===== config.mk =====
export PLATFORM = sky130hd
export DESIGN_NAME = cache_mem_arbiter
export DESIGN_NICKNAME = d
export VERILOG_FILES = /design/src/rtl/cache_mem_arbiter.sv
export SDC_FILE = /design/constraint.sdc
export NUM_CORES = 1
export LEC_CHECK = 0
export ABC_AREA = 1
export ABC_CLOCK_PERIOD_IN_PS = 1900
export BUFFER_PORTS_ARGS = -buffer_cell sky130_fd_sc_hd__buf_2
export CORE_AREA = 2 2 105 107
export DETAILED_ROUTE_END_ITERATION = 12
export DIE_AREA = 0 0 107 109
export PLACE_DENSITY = 0.8
export SLEW_MARGIN = 20
export SYNTH_ARGS = -nofsm -noshare
export SYNTH_HDL_FRONTEND = slang
export SYNTH_SLANG_ARGS = --single-unit

===== constraint.sdc =====
create_clock -name clk -period 1.9 [get_ports clk]
set_input_delay 0.38 -clock clk [delete_from_list [all_inputs] [get_ports clk]]
set_output_delay 0.38 -clock clk [all_outputs]
set_load 0.03 [all_outputs]

===== src/rtl/cache_mem_arbiter.sv =====
// Purpose: grants the shared memory port to the I-cache or D-cache, one transaction at a time.
// Latency: req sampled in IDLE -> m_req next cycle; dok is combinational with m_data_ok (min 2 cycles).
// Backpressure: the non-granted req is simply left pending; X_ADDR/X_DATA wait indefinitely on memory.
module cache_mem_arbiter #(
    parameter int ADDR_W = 32,
    parameter int DATA_W = 32
) (
    input  logic              clk,
    input  logic              resetn,
    input  logic              i_req,
    input  logic [ADDR_W-1:0] i_addr,
    output logic [DATA_W-1:0] i_rdata,
    output logic              i_dok,
    input  logic              d_req,
    input  logic              d_wr,
    input  logic [3:0]        d_wstrb,
    input  logic [ADDR_W-1:0] d_addr,
    input  logic [DATA_W-1:0] d_wdata,
    output logic [DATA_W-1:0] d_rdata,
    output logic              d_dok,
    output logic              m_req,
    output logic              m_wr,
    output logic [3:0]        m_wstrb,
    output logic [ADDR_W-1:0] m_addr,
    output logic [DATA_W-1:0] m_wdata,
    input  logic              m_addr_ok,
    input  logic              m_data_ok,
    input  logic [DATA_W-1:0] m_rdata
);

    typedef enum logic [2:0] {IDLE, I_ADDR, I_DATA, D_ADDR, D_DATA} state_t;

    localparam logic LG_I = 1'b0;
    localparam logic LG_D = 1'b1;

    state_t state, state_nxt;
    logic   last_grant, last_grant_nxt;
    logic   grant_i, grant_d;

    always_ff @(posedge clk) begin
        if (!resetn) begin
            state      <= IDLE;
            last_grant <= LG_I;
        end else begin
            state      <= state_nxt;
            last_grant <= last_grant_nxt;
        end
    end

    // last_grant only moves on a genuine conflict; lone requests are granted without touching it.
    always_comb begin
        state_nxt      = state;
        last_grant_nxt = last_grant;
        grant_i        = 1'b0;
        grant_d        = 1'b0;
        case (state)
            IDLE: begin
                if (i_req && d_req) begin
                    if (last_grant == LG_I) grant_d = 1'b1;
                    else                    grant_i = 1'b1;
                    last_grant_nxt = ~last_grant;
                end else if (d_req) begin
                    grant_d = 1'b1;
                end else if (i_req) begin
                    grant_i = 1'b1;
                end
                if (grant_d)      state_nxt = D_ADDR;
                else if (grant_i) state_nxt = I_ADDR;
            end
            I_ADDR: if (m_addr_ok) state_nxt = I_DATA;
            I_DATA: if (m_data_ok) state_nxt = IDLE;
            D_ADDR: if (m_addr_ok) state_nxt = D_DATA;
            D_DATA: if (m_data_ok) state_nxt = IDLE;
            default: state_nxt = IDLE;
        endcase
    end

    // Request fields are latched only at grant so the memory side sees them stable until IDLE.
    always_ff @(posedge clk) begin
        if (!resetn) begin
            m_wr    <= 1'b0;
            m_wstrb <= 4'b0000;
            m_addr  <= '0;
            m_wdata <= '0;
        end else if (grant_d) begin
            m_wr    <= d_wr;
            m_wstrb <= d_wr ? d_wstrb : 4'b0000;
            m_addr  <= d_addr;
            m_wdata <= d_wdata;
        end else if (grant_i) begin
            m_wr    <= 1'b0;
            m_wstrb <= 4'b0000;
            m_addr  <= i_addr;
        end
    end

    assign m_req   = (state == I_ADDR) || (state == D_ADDR);
    assign i_dok   = m_data_ok && (state == I_DATA);
    assign d_dok   = m_data_ok && (state == D_DATA);
    assign i_rdata = m_rdata;
    assign d_rdata = m_rdata;

endmodule


==> results.md <==
- Post-synthesis xor/xnor area fraction: 0%
- Total negative slack: 0 ps
- Setup bufs post-CTS: 0
- Setup crit end kind: primary output
- Final #Nets: approximately 800
- Worst-skew pair later-pin latency: 340 ps
- RSZ-0062 raised after global routing: no
- Slew headroom: 70.9%
- Busiest layer in global routing: met2
- Mean Syn Cell Area: 6.98 sq um
- First-pass GRT wire length: 14500 microns
- CTS Sinks: 73
- Placed wire-length estimate: around 6700 microns
- Final setup fails: 0
- Most common cell in the netlist: nor2_1
- Post-Syn Nets: 687
- Routed Antenna Nets: 0
- Root Buffer: clkbuf_8
- Slowest cell on crit path: dfxtp_2
- Vias: 3436
- Commonest cells post-synth: 132 x nor2_1, 108 x nand2_1, 73 x dfxtp_1, 68 x buf_4, 44 x inv_1
- Mapped Area: 3820 sq um
- Core Region: 10600 sq um
- Peak VDD IR: 0.000624 V
- Crit Path Class: flip-flop to primary output
- Number of DRC markers in iteration 0: 147
- Post-synthesis simple-gate area fraction: around a third
- Clock skew: 16.8 ps
- CTS buffer count: 9
- Area Overhead vs Synth: 19.0%
- Pleak: 2.54 nW
- CTS Hold Bufs: 0
- Gr ovfl total: 0
- Worst Path Max Fanout: 7
- Gpl congestion: 0.797
- Yosys cell types: 28
- PwrDens: 1820 nW/um^2
- Final Hold Fails: 0
- Switching Share: 46.4%
- Largest net degree at the start of global routing: 65
- Post-Synth Adder-Cell Area: 0%
- Post-synthesis mux area share: 0%
- Worst hold slack: between 200 and 300 ps
- Crit path time final: 1700 ps
- Top cell type's share of synthesized area: 38.2%
- Synth Area in Compound Gates: 5.23%
- Clock transition at path regs: ~90 ps
- Initial core utilization: 36.1%
- R2r setup slk: ~330 ps
- Most common flop cell mapped by yosys: dfxtp_1
- Pint: between 4 and 5 mW
- Slowest stage delay, CP: ~450 ps
- N_diodes: 0
- Met1 Track Usage GR: between 10% and 20%
- # fillers: ~1.1k
- Drt first pass iters: 4
- Post-synthesis sequential area ratio: approximately two fifths
- Main combinational cell family by area after synthesis: simple AND/OR/NAND/NOR gates
- Post-synth EDFFs: 0
- Startpoint Class: flip-flop
- Cts repair resizes: 0
- Vias per cell: 4.30
- Die Y-Extent: 109 microns
- Sequential Power Share: 29.3%
- Flops & latches, synth: 73
- Gr usage total: 15.6%
- Max Root-Sink Buffers: 2
- Final period utilization: 89.6%
- IO Pins: 275
- Vias in the first global route: 3240
- Max Cap Violations: 0
- Sw Pwr: 3.83 mW
- Synth top area cells: dfxtp_1 38%, buf_4 13%, nor2_1 13%, nand2_1 11%, inv_1 4.3%
- WL/cell: 11.4 microns
- Post-route DRC: 0
- Met2 Usage GRT: 27.2%
- Synth area leader: dfxtp_1
- Share of cells above drive strength 1: 35.4%
- Post-synth ARST share: 0%
- Met3 Usage GRT: 5.44%
- Synthesized netlist cell count: 548
- CTS tree: done
- Status: finished, final reports clean
- Antenna violations before repair: 0
- Routed WL: 9070 microns
- Comb pwr share: 51.2%
- Die Area: 11700 sq um
- CTS H-tree lvls: 3
- CP arrival: approximately 1300 ps
- Row cnt: 38
- Worst-margin pin slew: 437 ps
- Synth Warn #: 0
- Final Max Tran Viols: 0
- Cells along the critical path: inv_1 -> nor3_1 -> buf_2
- Count of input and output buffers: roughly 180
- Clock power share: about 20%
- Worst Hold Class: input pin to flip-flop
- F_max: approximately 600 MHz
- Required time of the worst setup path: ~1500 ps
- Die width: about 110 microns
## critical path, delay by kind of cell, from the launching register on
kind          cells  cell delay, ps
flops             1             450
buf+inv           2             330
simple gates      1             200
## metrics by stage
stage          std cells  util (%)  total power [mW]  setup WS [ps]  area (sq um)
2_1_floorplan        548         -              6.08            304          3820
3_3_place_gp         783      40.4              6.65            365          4280
3_5_place_dp         783      40.4              6.72            349          4280
4_1_cts              799      42.9              8.36           17.4          4550
5_1_grt              799      42.9              8.95           69.5          4550
6_report             799      42.9              8.26            197          4550
## logic make-up (layout without fill, tap and decap cells)
family	count (synthesis)	after routing
AND/OR/NAND/NOR	297	297
buffers and inverters	138	249
flip-flops	73	73
AO/OA/AOI/OAI	40	40
## sequential cells by signal (all words and copies together) (netlist names)
register / flops
m_wdata: 32
last_grant: 1
m_wstrb: 4
m_wr: 1
m_addr: 32
state: 3
## cells in the final DEF, fill, tap and decap left out, types with 2 or more instances in the layout
master     count
buf_2        178
nor2_1       132
nand2_1      108
dfxtp_1       72
inv_1         44
o21ai_1       32
nand3_1       26
nand2_2       12
nand3_2       11
clkbuf_8       9
a21oi_1        7
buf_4          6
bufinv_16      4
nor3_1         2
nand4_1        2
clkinv_4       2
buf_12         2
## worst paths after layout
path                                               from                       end  depth (start not counted)
worst max-delay path              state[2]$_SDFFE_PN0P_                     d_dok                          3
worst min-delay path                        d_wdata[22]  m_wdata[22]$_SDFFE_PN0P_                          3
worst max register to register    state[1]$_SDFFE_PN0P_   m_wstrb[2]$_SDFFE_PN0P_                          8
worst min register to register  m_wstrb[0]$_SDFFE_PN0P_   m_wstrb[0]$_SDFFE_PN0P_                          2
## routing by layer
| layer | part of all wire [%] | routed length, microns |
|---|---|---|
| met1 | 42 | 3820 |
| met3 | 6.6 | 600 |
| met4 | 1.5 | 139 |
| met5 | 0 | 0 |
| met2 | 50 | 4510 |
## power by group through the flow
stage                     combinational [mW]  sequential [mW]  clock [mW]
after floorplan                         2.59             3.49           0
after global placement                  4.21             2.43           0
after detailed placement                4.27             2.45           0
after CTS                               4.27             2.42        1.67
after global routing                    4.72             2.50        1.73
final                                   4.23             2.42        1.61
## area by class of cell
cell class	instances	area, sq um	area share (%)
Clock buffer	9	124	2.72
Multi-Input combinational cell	337	1480	32.6
Inverter	47	186	4.10
Tap cell	140	175	3.85
Timing Repair Buffer	186	976	21.4
Sequential cell	73	1460	32.1
Clock inverter	7	143	3.13
Power figures use the tool's default switching activity.
